`config.mk`:
```
export PLATFORM = sky130hd
export DESIGN_NAME = if_id_pipe_reg_flat
export DESIGN_NICKNAME = d
export VERILOG_FILES = /design/src/rtl/if_id_pipe_reg_if.sv /design/src/rtl/if_id_pipe_reg.sv /design/src/flat_wrapper.sv
export SDC_FILE = /design/constraint.sdc
export NUM_CORES = 1
export LEC_CHECK = 0
export CORE_AREA = 3 3 145 147
export DETAILED_ROUTE_END_ITERATION = 10
export DIE_AREA = 0 0 148 150
export RECOVER_POWER = 25
export SYNTH_ARGS = -nofsm -noshare
export SYNTH_HDL_FRONTEND = slang
export SYNTH_SLANG_ARGS = --single-unit
```
`constraint.sdc`:
```
create_clock -name clk -period 2.7 [get_ports clk]
set_clock_uncertainty 0.05 [all_clocks]
set_input_delay 0.54 -clock clk [delete_from_list [all_inputs] [get_ports clk]]
set_output_delay 0.54 -clock clk [all_outputs]
set_load 0.1 [all_outputs]
```
`src/rtl/if_id_pipe_reg_if.sv`:
```
// Fetch-to-decode pipeline register bus.
// The master side (fetch/hazard logic) drives the F-stage inputs and control.
// The slave side (the pipeline register) drives the D-stage outputs and debug counters.
interface if_id_pipe_reg_if #(
  parameter int DWL  = 32,
  parameter int CNTW = 16
);
  logic            Stall;
  logic            PCSrcD;
  logic [DWL-1:0]  InstrF;
  logic [DWL-1:0]  PCPlus4F;
  logic [DWL-1:0]  InstrD;
  logic [DWL-1:0]  PCPlus4D;
  logic            ValidD;
  logic [1:0]      StateD;
  logic [CNTW-1:0] StallCnt;
  logic [CNTW-1:0] FlushCnt;
  logic [CNTW-1:0] BubbleCnt;
  logic            StallTimeout;

  modport master (
    output Stall, PCSrcD, InstrF, PCPlus4F,
    input  InstrD, PCPlus4D, ValidD, StateD,
    input  StallCnt, FlushCnt, BubbleCnt, StallTimeout
  );

  modport slave (
    input  Stall, PCSrcD, InstrF, PCPlus4F,
    output InstrD, PCPlus4D, ValidD, StateD,
    output StallCnt, FlushCnt, BubbleCnt, StallTimeout
  );
endinterface

```
`src/rtl/if_id_pipe_reg.sv`:
```
// IF/ID pipeline register with hold/squash control FSM and saturating
// stall, flush and bubble performance counters.
// Optional stall watchdog: define IF_ID_STALL_WATCHDOG_EN to build it in;
// otherwise StallTimeout is tied low and no watchdog logic exists.
module if_id_pipe_reg #(
  parameter int DWL      = 32,
  parameter int CNTW     = 16,
  parameter int WD_LIMIT = 64
) (
  input logic            clk,
  input logic            rst_n,
  if_id_pipe_reg_if.slave bus
);

  typedef enum logic [1:0] {
    RUN    = 2'b00,
    HOLD   = 2'b01,
    SQUASH = 2'b10
  } state_t;

  state_t          state_q, state_d;
  logic [DWL-1:0]  instr_q, instr_d;
  logic [DWL-1:0]  pc4_q, pc4_d;
  logic            valid_q, valid_d;
  logic [CNTW-1:0] stall_cnt_q, stall_cnt_d;
  logic [CNTW-1:0] flush_cnt_q, flush_cnt_d;
  logic [CNTW-1:0] bubble_cnt_q, bubble_cnt_d;
  // The ValidD=0 left by reset is not a pipeline bubble; bubble counting
  // starts once the first edge after reset exit has been taken.
  logic            armed_q, armed_d;

  function automatic logic [CNTW-1:0] sat_inc(input logic [CNTW-1:0] v);
    return (v == {CNTW{1'b1}}) ? v : v + CNTW'(1);
  endfunction

  // Next-state and datapath: Stall beats PCSrcD beats normal capture.
  always_comb begin
    state_d = RUN;
    instr_d = instr_q;
    pc4_d   = pc4_q;
    valid_d = valid_q;
    if (bus.Stall) begin
      // Branch cannot resolve while stalled, so PCSrcD is ignored here.
      state_d = HOLD;
    end else if (bus.PCSrcD) begin
      state_d = SQUASH;
      instr_d = '0;
      pc4_d   = bus.PCPlus4F;
      valid_d = 1'b0;
    end else begin
      state_d = RUN;
      instr_d = bus.InstrF;
      pc4_d   = bus.PCPlus4F;
      valid_d = 1'b1;
    end
  end

  // Performance counters, all evaluated from this edge's inputs and current ValidD.
  always_comb begin
    stall_cnt_d  = stall_cnt_q;
    flush_cnt_d  = flush_cnt_q;
    bubble_cnt_d = bubble_cnt_q;
    armed_d      = 1'b1;
    if (bus.Stall) begin
      stall_cnt_d = sat_inc(stall_cnt_q);
    end
    if (!bus.Stall && bus.PCSrcD) begin
      flush_cnt_d = sat_inc(flush_cnt_q);
    end
    if (armed_q && !valid_q) begin
      bubble_cnt_d = sat_inc(bubble_cnt_q);
    end
  end

  // State, datapath and counter registers.
  always_ff @(posedge clk or negedge rst_n) begin
    if (!rst_n) begin
      state_q      <= RUN;
      instr_q      <= '0;
      pc4_q        <= '0;
      valid_q      <= 1'b0;
      stall_cnt_q  <= '0;
      flush_cnt_q  <= '0;
      bubble_cnt_q <= '0;
      armed_q      <= 1'b0;
    end else begin
      state_q      <= state_d;
      instr_q      <= instr_d;
      pc4_q        <= pc4_d;
      valid_q      <= valid_d;
      stall_cnt_q  <= stall_cnt_d;
      flush_cnt_q  <= flush_cnt_d;
      bubble_cnt_q <= bubble_cnt_d;
      armed_q      <= armed_d;
    end
  end

  assign bus.InstrD    = instr_q;
  assign bus.PCPlus4D  = pc4_q;
  assign bus.ValidD    = valid_q;
  assign bus.StateD    = state_q;
  assign bus.StallCnt  = stall_cnt_q;
  assign bus.FlushCnt  = flush_cnt_q;
  assign bus.BubbleCnt = bubble_cnt_q;

`ifdef IF_ID_STALL_WATCHDOG_EN
  localparam int WDW = $clog2(WD_LIMIT + 1);
  localparam logic [WDW-1:0] WD_MAX = WDW'(WD_LIMIT);

  logic [WDW-1:0] wd_cnt_q, wd_cnt_d;
  logic           timeout_q, timeout_d;

  // Count consecutive stalled edges; flag is sticky until reset.
  always_comb begin
    wd_cnt_d  = '0;
    timeout_d = timeout_q;
    if (bus.Stall) begin
      wd_cnt_d = (wd_cnt_q == WD_MAX) ? wd_cnt_q : wd_cnt_q + WDW'(1);
      if (wd_cnt_d == WD_MAX) begin
        timeout_d = 1'b1;
      end
    end
  end

  // Watchdog registers.
  always_ff @(posedge clk or negedge rst_n) begin
    if (!rst_n) begin
      wd_cnt_q  <= '0;
      timeout_q <= 1'b0;
    end else begin
      wd_cnt_q  <= wd_cnt_d;
      timeout_q <= timeout_d;
    end
  end

  assign bus.StallTimeout = timeout_q;
`else
  assign bus.StallTimeout = 1'b0;
`endif

endmodule

```
`src/flat_wrapper.sv`:
```
// flat-port wrapper written by rule: the top's interface ports become plain ports
module if_id_pipe_reg_flat 
#(
  parameter int DWL      = 32,
  parameter int CNTW     = 16,
  parameter int WD_LIMIT = 64
)
  (clk, rst_n, bus_Stall, bus_PCSrcD, bus_InstrF, bus_PCPlus4F, bus_InstrD, bus_PCPlus4D, bus_ValidD, bus_StateD, bus_StallCnt, bus_FlushCnt, bus_BubbleCnt, bus_StallTimeout);
  if_id_pipe_reg_if #(.DWL(DWL), .CNTW(CNTW)) bus_i ();
  input logic clk;
  input logic rst_n;
  input wire logic [$bits(bus_i.Stall)-1:0] bus_Stall;
  input wire logic [$bits(bus_i.PCSrcD)-1:0] bus_PCSrcD;
  input wire logic [$bits(bus_i.InstrF)-1:0] bus_InstrF;
  input wire logic [$bits(bus_i.PCPlus4F)-1:0] bus_PCPlus4F;
  output wire logic [$bits(bus_i.InstrD)-1:0] bus_InstrD;
  output wire logic [$bits(bus_i.PCPlus4D)-1:0] bus_PCPlus4D;
  output wire logic [$bits(bus_i.ValidD)-1:0] bus_ValidD;
  output wire logic [$bits(bus_i.StateD)-1:0] bus_StateD;
  output wire logic [$bits(bus_i.StallCnt)-1:0] bus_StallCnt;
  output wire logic [$bits(bus_i.FlushCnt)-1:0] bus_FlushCnt;
  output wire logic [$bits(bus_i.BubbleCnt)-1:0] bus_BubbleCnt;
  output wire logic [$bits(bus_i.StallTimeout)-1:0] bus_StallTimeout;
  assign bus_i.Stall = bus_Stall;
  assign bus_i.PCSrcD = bus_PCSrcD;
  assign bus_i.InstrF = bus_InstrF;
  assign bus_i.PCPlus4F = bus_PCPlus4F;
  assign bus_InstrD = bus_i.InstrD;
  assign bus_PCPlus4D = bus_i.PCPlus4D;
  assign bus_ValidD = bus_i.ValidD;
  assign bus_StateD = bus_i.StateD;
  assign bus_StallCnt = bus_i.StallCnt;
  assign bus_FlushCnt = bus_i.FlushCnt;
  assign bus_BubbleCnt = bus_i.BubbleCnt;
  assign bus_StallTimeout = bus_i.StallTimeout;
  if_id_pipe_reg #(.DWL(DWL), .CNTW(CNTW), .WD_LIMIT(WD_LIMIT)) u_core (.clk(clk), .rst_n(rst_n), .bus(bus_i));
endmodule
```
# Word-level counts from Yosys, hierarchy flattened
# Index checks and enable logic that the tools add are counted.
[word_totals]
elab_cells = 28
ff_bits = 116
[op_classes]
mux = 4
n_reduce_logical = 7
bitwise = 3
add_sub_neg = 3
eq_ne = 3
[op_table]
columns = ["operator", "count"]
rows = [
  ["adder 16 x 1 -> 16 bit (second input constant)", 3],
  ["equality test 16 bit (second input constant)", 3],
  ["2-to-1 mux 32 bit", 1],
  ["AND reduction 2 bit", 3],
  ["2-to-1 mux 2 bit", 2],
  ["NOT 1 bit", 3],
  ["logical AND 1 bit", 2],
  ["zero test 1 bit", 2],
  ["2-to-1 mux 1 bit", 1],
]

# Logic depth before layout (Yosys ltp)
# Gate-level depths: netlist of the first run.
[logic_depth]
word_depth = 3
ltp_mapped = 6

# Least setup slack after synthesis of the first run
# OpenSTA, ideal clock, no wires.
[synth_timing]
path_type = "register to register"
from = "reg u_core.bubble_cnt_q[0] (netlist: u_core.bus.BubbleCnt[0])"
to = "reg u_core.bubble_cnt_q[1] (netlist: u_core.bus.BubbleCnt[1])"
period_less_slack_ps = 2587
n_path_buf = 0
setup_slack_ps = 113
arrival_time_ps = 2410
path_stages_with_launch = 6
cell_sequence = "dfrtp_1 > ha_1 > nand3_1 > or4_4 > and2_4 > mux2_4"
[synth_between]
elab_chain_len = 3
word_cells_on_any_way = 4
cone_classes = "add/sub (1); eq/ne (1); bitwise (1); reduce/logical (1)"
[synth_lines]
columns = ["element", "line_no", "rtl"]
rows = [
  ["start, declared", "if_id_pipe_reg.sv:27", "logic [CNTW-1:0] bubble_cnt_q, bubble_cnt_d;"],
  ["start signal, assigned", "if_id_pipe_reg.sv:93", "bubble_cnt_q <= bubble_cnt_d;"],
  ["branches (longest 3 deep; another with adder 16 x 1 -> 16 bit)", "--", ""],
]
# Several ways; the timed one is not identified.
# A chain may end at the register's enable or synchronous reset.

# Worst setup path after layout of the first run
# Same ends and word-level chain as after synthesis.

==> flow_summary.ini, run 1 <==
[clock_tree]
htreeDepth = 4
cts-root-buf = clkbuf_16
cts_made_buffers = 17
cts.clk_slew.worst_paths_ns = 0.05
cts_num_sinks = 116
cts_tree = yes
hold_buffers = 0
clkLatencyLatePin_ns = 0.41
cts_resized = 0
post_cts_buffers = 0
clk_path_buf_depth = 2

[synth]
synth_top_family_by_area = simple AND/OR/NAND/NOR gates
yosysSeqAreaShare = 0.587
ys_warn_count = 0
synth.mux.area_fraction = 0.0851
synth_compound_area_frac = 0.0494
syn_avg_cell_area_um2 = 11.6
synth.distinct_cells = 41
syn_inst = 426
synth-seq-cells = 116
synth_xor_area_frac = 0.0656
yosys.area_share.adder = 0.00760
syn-num-nets = 497
synth_area_mm2 = 0.00494
yosys.area_share.simple = 0.186

[power_and_ir_drop]
pwr-share-comb = 0.362
power_mw = 7.27
ir_worst_vdd_mv = 0.728
power_frac_seq = 0.308
p_switching_mw = 3.10
sw_frac_of_total = 0.426
p_leak_nw = 3.43
clkPwrFrac = 0.329
powerDensity_mw_per_mm2 = 981
p_int_mw = 4.17

[drt]
ant_nets = 0
drcViolationCount = 0
drt-wirelength-per-cell_um = 14.4
avgViaCountPerCell = 4.29
first_pass_iters = 4
initialDrtViolationCount = 176
num_vias = 3859
drt-total-wl_um = 12900

[cells_and_area]
nets = 687
antennaDiodeCount = 0
final_cell_mix = 118 x buf_4, 116 x dfrtp_1, 65 x clkdlybuf4s50_1, 44 x nand2_1, 36 x mux2_2
drive_above_1_share = 0.307
area_delta_synth_final_pct = 49.9
nFillCells = 2012
final_common_cell = buf_4

[setup_path]
cp_cell_sequence = ha_1, nand3_1, or4_4, and2_4, mux2_4
path_buf_inv = 0
ff2ff_path_depth = 5
cp_slowest_stage_delay_ns = 0.58
cp_top_family = simple AND/OR/NAND/NOR gates
r2r-end = u_core.bus.BubbleCnt[1]
crit_required_ns = 2.93
arrival_ns = 2.20
start_kind = flip-flop
rr_startpoint = u_core.bus.BubbleCnt[0]
crit_type = flip-flop to flip-flop
slowest_stage = or4_4
endpoint_kind = flip-flop
path_max_fanout = 4
rrSetupSlack_ns = 0.74
cp.depth = 5

[place]
hpwlAfterDp_um = 9380
gp_congestion = 0.855
port_buffers = 182

[timing]
max_slew_margin = 0.154
finalHoldViolations = 0
drv_slew = 0
fin_crit_ns = 1.96
finalSetupViolations = 0
setup_tns_ns = 0
period_share = 0.728
worst_pin_slew_ns = 1.27
fmax_mhz = 509
grt_setup_unrepaired = no

[die]
die_w_um = 148
pin_count = 184
start_util = 0.247
chipHeight_um = 150
num_rows = 52
coreArea_mm2 = 0.0200
die_area_mm2 = 0.0222

[worst_hold_path]
hp-class = primary input to async pin

[outcome]
outcome = finished clean

[run]
drv_cap = 0

[grt]
grt_pass1_wl_um = 20900
antenna_found_initial = 0
grt_max_degree = 74
grt_overflow = 0
grtUsageTotal = 0.118
grt_pass1_vias = 4062
## final cells by class
cell class / instances / area, um^2 / share of cell area
well taps: 270 / 338 / 0.0456
flip-flops and latches: 116 / 2900 / 0.392
repair buffers: 187 / 1570 / 0.212
inverters: 5 / 18.8 / 0.00253
multi-input cells: 289 / 1950 / 0.264
clock inverters: 10 / 153 / 0.0206
clock buffers: 22 / 474 / 0.0640
## synth_stat cells, drive strengths merged
| library cell | count | area, um^2 |
|---|---|---|
| or4 | 2 | 18.8 |
| conb | 2 | 7.51 |
| nor2 | 11 | 41.3 |
| nor4b | 1 | 8.76 |
| a21oi | 6 | 30.0 |
| xnor2 | 12 | 105 |
| nand3 | 13 | 65.1 |
| nor3b | 6 | 45.0 |
| nand4 | 17 | 113 |
| buf | 8 | 36.3 |
| o21ai | 33 | 165 |
| inv | 5 | 18.8 |
| nor4bb | 1 | 10.0 |
| xor2 | 25 | 219 |
| and4b | 1 | 10.0 |
| a21o | 1 | 7.51 |
| nor2b | 1 | 6.26 |
| and2 | 3 | 21.3 |
| nand2 | 45 | 171 |
| o21a | 2 | 15.0 |
| clkbuf | 8 | 30.0 |
| and3 | 8 | 50.1 |
| mux2 | 37 | 420 |
| nor3 | 14 | 70.1 |
| nand2b | 32 | 200 |
| and4 | 4 | 36.3 |
| a22o | 1 | 8.76 |
| dfrtp | 116 | 2900 |
| o211ai | 1 | 7.51 |
| nor4 | 6 | 52.6 |
| o311a | 1 | 10.0 |
| ha | 3 | 37.5 |
## power by group through the flow
stage               Combinational [mW]  Clock [mW]  Sequential (mW)
floorplan                        0.355           0             3.86
global placement                  2.63           0             2.26
detailed placement                2.66           0             2.27
CTS                               2.66        2.47             2.24
global route                      2.74        2.54             2.29
finish                            2.63        2.40             2.24
## flip-flops by register name, indices dropped and copies added, names as in the netlist
signal and count:
u_core.bus.InstrD 32, u_core.bus.ValidD 1, u_core.armed_q 1, u_core.bus.StallCnt 16, u_core.bus.BubbleCnt 16, u_core.bus.PCPlus4D 32, u_core.bus.StateD 2, u_core.bus.FlushCnt 16
## cells by family after synthesis
logic type | count (synthesis)
xor gates and xnor gates | 37
other | 2
AOI/OAI and AO/OA | 45
adders and majority gates | 3
muxes | 37
buffers and inverters | 21
and+or+nand+nor | 165
DFF | 116
## through the flow
stage                     worst slack (ns)  instance area [um^2]  hold slack [ns]  instances  utilization
after detailed placement             0.463                  6790            0.426        867        0.339
after CTS                            0.731                  7420            0.128        899        0.370
after floorplan                      0.113                  4940            0.194        426            -
after global placement               0.456                  6790            0.420        867        0.339
final                                0.736                  7410            0.357        899        0.370
after global routing                 0.595                  7410            0.458        899        0.370
## worst max path at each step
stage                            startpoint                        to  slack [ns]
CTS                 u_core.bus.BubbleCnt[0]   u_core.bus.BubbleCnt[1]        0.73
finish              u_core.bus.BubbleCnt[0]   u_core.bus.BubbleCnt[1]        0.74
floorplan           u_core.bus.BubbleCnt[0]   u_core.bus.BubbleCnt[1]        0.11
detailed placement               bus_PCSrcD   u_core.bus.FlushCnt[15]        0.46
global placement                 bus_PCSrcD   u_core.bus.FlushCnt[15]        0.46
global route        u_core.bus.BubbleCnt[0]  u_core.bus.BubbleCnt[11]        0.60
## metal layers
metal,vias to the layer above,share of wire,GRT usage
li1,1857,-,-
met1,1864,0.43,0.146
met2,127,0.47,0.191
met3,11,0.081,0.0454
met4,0,0.010,0.0388
met5,-,0,0
No activity file was read; power rests on OpenSTA's default activity.
==> run 2, diff against run 1 <==
Clock period 2.7 ns to 1.73 ns, I/O delays scaled along.
==> run 2 against run 1 <==
Against the previous run:
- the run now ends with negative setup slack left
- utilization rose by 11 points
- sequential share of layout area fell by 7.3 points
- die area did not move
- flip-flop and latch count did not move
- first-iteration DRC count fell by 45%
- via count rose by 7.9%
- wire length rose by 13%
- final area rose by 30%
- cell count rose by 6.9%
==> flow_summary.ini, run 2 (same netlist as run 1, synthesis figures left out) <==
[drt]
first_pass_iters = 4
drt-wirelength-per-cell_um = 15.2
num_vias = 4162
avgViaCountPerCell = 4.33
ant_nets = 0
drt-total-wl_um = 14600
initialDrtViolationCount = 97
drcViolationCount = 0

[timing]
fin_hold_ws_ns = 0.430
worst_pin_slew_ns = 1.07
finalSetupViolations = 2
layout_setup_ws_ns = -0.0353
fin_crit_ns = 1.77
grt_setup_unrepaired = yes
max_slew_margin = 0.286
fmax_mhz = 566
finalHoldViolations = 0
period_share = 1.02
drv_slew = 0

[power_and_ir_drop]
ir_worst_vdd_mv = 0.658
powerDensity_mw_per_mm2 = 1350
power_mw = 12.9
p_leak_nw = 4.11

[clock_tree]
cts.clk_slew.worst_paths_ns = 0.05
clk_path_buf_depth = 2
clkLatencyLatePin_ns = 0.41
cts_num_sinks = 116
htreeDepth = 4
cts-root-buf = clkbuf_16
cts_tree = yes
cts_made_buffers = 17

[grt]
grt_overflow = 0
grtUsageTotal = 0.133
grt_max_degree = 75
grt_pass1_wl_um = 23300
grt_pass1_vias = 4508
antenna_found_initial = 0

[setup_path]
start_kind = flip-flop
path_max_fanout = 4
cp_top_family = simple AND/OR/NAND/NOR gates
cp_cell_sequence = ha_4, nand3_2, or4_4, and2_4, mux2_4
crit_required_ns = 1.97
cp.depth = 5
crit_type = flip-flop to flip-flop
cp_slowest_stage_delay_ns = 0.49
ff2ff_path_depth = 5
arrival_ns = 2.01
path_buf_inv = 0
endpoint_kind = flip-flop
slowest_stage = or4_4

[die]
die_area_mm2 = 0.0222
start_util = 0.247
chipHeight_um = 150
num_rows = 52
coreArea_mm2 = 0.0200
pin_count = 184
die_w_um = 148

[cells_and_area]
drive_above_1_share = 0.460
fin_cells = 961
fin_util = 0.479
antennaDiodeCount = 0
nets = 749
final_common_cell = buf_12
area_delta_synth_final_pct = 94.3
nFillCells = 1816
final_cell_mix = 118 x buf_12, 67 x dfrtp_1, 65 x clkdlybuf4s50_1, 59 x buf_4, 43 x nand2_1

[place]
port_buffers = 182
gp_congestion = 0.843
place_ws_ns = -0.304
hpwlAfterDp_um = 11000
placed_cells = 927

[outcome]
outcome = complete, but fails checks
violations = negative setup slack

[run]
drv_cap = 0

[worst_hold_path]
hold-path-cell-count = 3
hp-class = primary input to flip-flop
==> run 2: area by class of cell <==
| class | count | area (um^2) | share of cell area |
|---|---|---|---|
| Clock buffer | 23 | 478 | 0.0498 |
| Clock inverter | 9 | 126 | 0.0132 |
| Inverter | 5 | 18.8 | 0.00195 |
| Multi-Input combinational cell | 289 | 2070 | 0.215 |
| Sequential cell | 116 | 3060 | 0.319 |
| Tap cell | 270 | 338 | 0.0352 |
| Timing Repair Buffer | 249 | 3510 | 0.366 |
==> run 2: worst register-to-register path, delay by kind of cell (launching register included) <==
family	cells	cell delay, ns
adder cells (fa/ha/maj)	1	0.16
flip-flops	1	0.42
multiplexers	1	0.29
AND/OR/NAND/NOR	3	0.73
==> run 2: per-stage QoR <==
stage	cell area [um^2]	setup TNS [ns]
floorplan	5200	-4.12
global placement	8960	-2.04
detailed placement	8960	-2.57
CTS	9570	-0.0251
global route	9600	-3.99
finish	9600	-0.0457
==> run 2: layer usage <==
layer | vias to the layer above | wire length (um) | GRT usage
met5 | - | 0 | 0
met4 | 0 | 209 | 0.0388
met3 | 15 | 1020 | 0.0542
met2 | 126 | 7520 | 0.227
met1 | 2041 | 5900 | 0.153
li1 | 1980 | - | -
==> run 2: timing repair <==
| item | CTS | global route |
|---|---|---|
| setup endpoints to repair | 5 | 11 |
| hold buffers | 1 | 0 |
| pin swaps | 4 | 11 |
| setup buffers | 0 | 1 |
| gates resized for setup | 1 | 6 |
| endpoints found under the hold margin | 13 | 0 |
==> run 2: final timing paths <==
check / to / start / slack (ns)
max in group asynchronous: u_core.bus.FlushCnt[1] / rst_n / 0.17
setup reg to reg: u_core.bus.BubbleCnt[1] / u_core.bus.BubbleCnt[0] / -0.04
hold reg to reg: u_core.bus.InstrD[26] / u_core.bus.InstrD[26] / 0.49
min in group asynchronous: u_core.bus.BubbleCnt[13] / rst_n / 0.62
setup / recovery: u_core.bus.BubbleCnt[1] / u_core.bus.BubbleCnt[0] / -0.04
hold / removal: u_core.bus.StallCnt[1] / bus_Stall / 0.43
==> run 2: power by group <==
part	switching [mW]	total [mW]	internal (mW)
clock network	1.24	3.61	2.37
registers	0.415	3.60	3.19
logic	3.56	5.73	2.17
==> run 3, diff against run 2 <==
Settings changed: CORE_AREA 3 3 145 147 to 3 3 116 118, DIE_AREA 0 0 148 150 to 0 0 119 121, PLACE_DENSITY from default to 0.75.
==> run 3 against run 2 <==
Against the previous run:
- the flow still finishes with violations (negative setup slack)
- final area is 0.56% lower
- cell count is 8.6% lower
- flip-flop and latch count stayed put
- first-iteration DRC count is 130% higher
- via count is 3.0% higher
- register-to-register slack better by 0.02 ns
- utilization is 28 points higher
- sequential share of layout area is 0.18 points higher
- worst hold slack worse by 0.13 ns
- global-route usage is 8.5 points higher
- sequential power hardly changed
- critical path type is now primary input to flip-flop
- highest routed layer unchanged
==> flow_summary.ini, run 3 (same netlist as run 1, synthesis figures left out) <==
[outcome]
outcome = complete, but fails checks
violations = negative setup slack

[clock_tree]
cts_made_buffers = 17
cts_tree = yes
cts-root-buf = clkbuf_16
clk_path_buf_depth = 2
htreeDepth = 4
cts.clk_slew.worst_paths_ns = 0.05
clkLatencyLatePin_ns = 0.41
cts_num_sinks = 116

[grt]
grt_pass1_vias = 4814
top_usage_layer = met2
grt_overflow = 0
use_met3 = 0.0830
grtUsageMet2 = 0.383
grt_pass1_wl_um = 24300
antenna_found_initial = 0
grt_max_degree = 91
grtUsageTotal = 0.218
grt_use_met1 = 0.235

[power_and_ir_drop]
power_frac_seq = 0.288
sw_frac_of_total = 0.411
p_leak_nw = 4.13
ir_worst_vdd_mv = 1.40
clkPwrFrac = 0.246
p_int_mw = 7.38
pwr-share-comb = 0.466
p_switching_mw = 5.15
powerDensity_mw_per_mm2 = 1310

[cells_and_area]
nets = 764
area_delta_synth_final_pct = 93.2
drive_above_1_share = 0.483
final_common_cell = buf_12
nFillCells = 764
fin_area_mm2 = 0.00955
fin_cells = 878
final_cell_mix = 117 x buf_12, 75 x buf_4, 67 x dfrtp_1, 64 x clkdlybuf4s50_1, 43 x nand2_1
antennaDiodeCount = 0

[drt]
first_pass_iters = 5
avgViaCountPerCell = 4.88
initialDrtViolationCount = 225
drt-wirelength-per-cell_um = 17.1
ant_nets = 0
num_vias = 4286
drcViolationCount = 0
drt-total-wl_um = 15000

[place]
place_area_mm2 = 0.00888
placed_cells = 834
place_ws_ns = -0.239
gp_congestion = 0.827
port_buffers = 182
hpwlAfterDp_um = 11500

[timing]
fin_crit_ns = 1.74
max_slew_margin = 0.575
fmax_mhz = 574
finalSetupViolations = 2
period_share = 1.01
drv_slew = 0
worst_pin_slew_ns = 0.638
setup_tns_ns = -0.0248
grt_setup_unrepaired = yes
finalHoldViolations = 0
layout_setup_ws_ns = -0.0130

[die]
chipHeight_um = 121
coreArea_mm2 = 0.0126
start_util = 0.393
pin_count = 184
die_area_mm2 = 0.0144
die_w_um = 119
num_rows = 41

[setup_path]
cp_cell_sequence = dlygate4sd3_1, nand2b_1, inv_1, nand4_1, nor4bb_1, xor2_1
arrival_ns = 2.02
cp-startpoint = bus_PCSrcD
path_max_fanout = 4
slowest_stage = dlygate4sd3_1
rr_startpoint = u_core.bus.BubbleCnt[0]
start_kind = primary input
crit_type = primary input to flip-flop
cp_slowest_stage_delay_ns = 0.57
endpoint_kind = flip-flop
crit_required_ns = 2.01

[run]
drv_cap = 0

[worst_hold_path]
hp-class = primary input to async pin
==> run 3: critical path: cells and delay by family <==
kind	cells	cell delay [ns]
buffers and inverters	2	0.75
xor gates and xnor gates	1	0.19
and+or+nand+nor	3	0.74
==> run 3: timing repair <==
item | CTS | global route
setup endpoints to repair | 5 | 21
hold buffers | 1 | 0
pin swaps | 4 | 13
buffers inserted | 2 | 9
endpoints found under the hold margin | 13 | 0
resized for setup | 2 | 17
==> run 3: through the flow <==
step / hold WS (ns) / total power [mW] / utilization
after floorplan: 0.000409 / 6.83 / -
after detailed placement: 0.189 / 9.36 / 0.707
after CTS: 0.199 / 12.5 / 0.751
final: 0.297 / 12.5 / 0.760
after global placement: 0.191 / 9.21 / 0.707
after global routing: 0.317 / 12.9 / 0.760
==> run 3: area by class of cell <==
class | count | area, um^2 | share of cell area
inverter | 5 | 18.8 | 0.00197
sequential | 116 | 3060 | 0.320
tap | 172 | 215 | 0.0225
clock buffer | 28 | 497 | 0.0520
timing repair buffer | 264 | 3610 | 0.378
clock inverter | 4 | 22.5 | 0.00236
multi-input combinational | 289 | 2130 | 0.223
==> run 3: path summary, 6_finish.rpt <==
kind | end | slack [ns] | cells past startpoint
setup reg to reg | u_core.bus.BubbleCnt[1] | -0.01 | 5
max in group asynchronous | u_core.bus.StallCnt[5] | 0.38 | 3
min in group clk | u_core.bus.StateD[0] | 0.40 | 2
setup / recovery | u_core.bus.FlushCnt[15] | -0.01 | 6
hold / removal | u_core.bus.BubbleCnt[6] | 0.30 | 2
hold reg to reg | u_core.bus.InstrD[7] | 0.49 | 2
==> run 3: power by group through the flow <==
| stage | Combinational, mW | Sequential (mW) | Clock [mW] |
|---|---|---|---|
| 4_1_cts | 5.73 | 3.63 | 3.15 |
| 3_5_place_dp | 5.69 | 3.67 | 0 |
| 2_1_floorplan | 0.616 | 6.21 | 0 |
| 5_1_grt | 6.04 | 3.65 | 3.25 |
| 3_3_place_gp | 5.58 | 3.63 | 0 |
| 6_report | 5.83 | 3.61 | 3.09 |
==> run 3: layer usage <==
metal | up-vias | wire length [um]
met1 | 2125 | 5570
met4 | 0 | 300
met2 | 126 | 8100
li1 | 2013 | -
met5 | - | 0
met3 | 22 | 1050
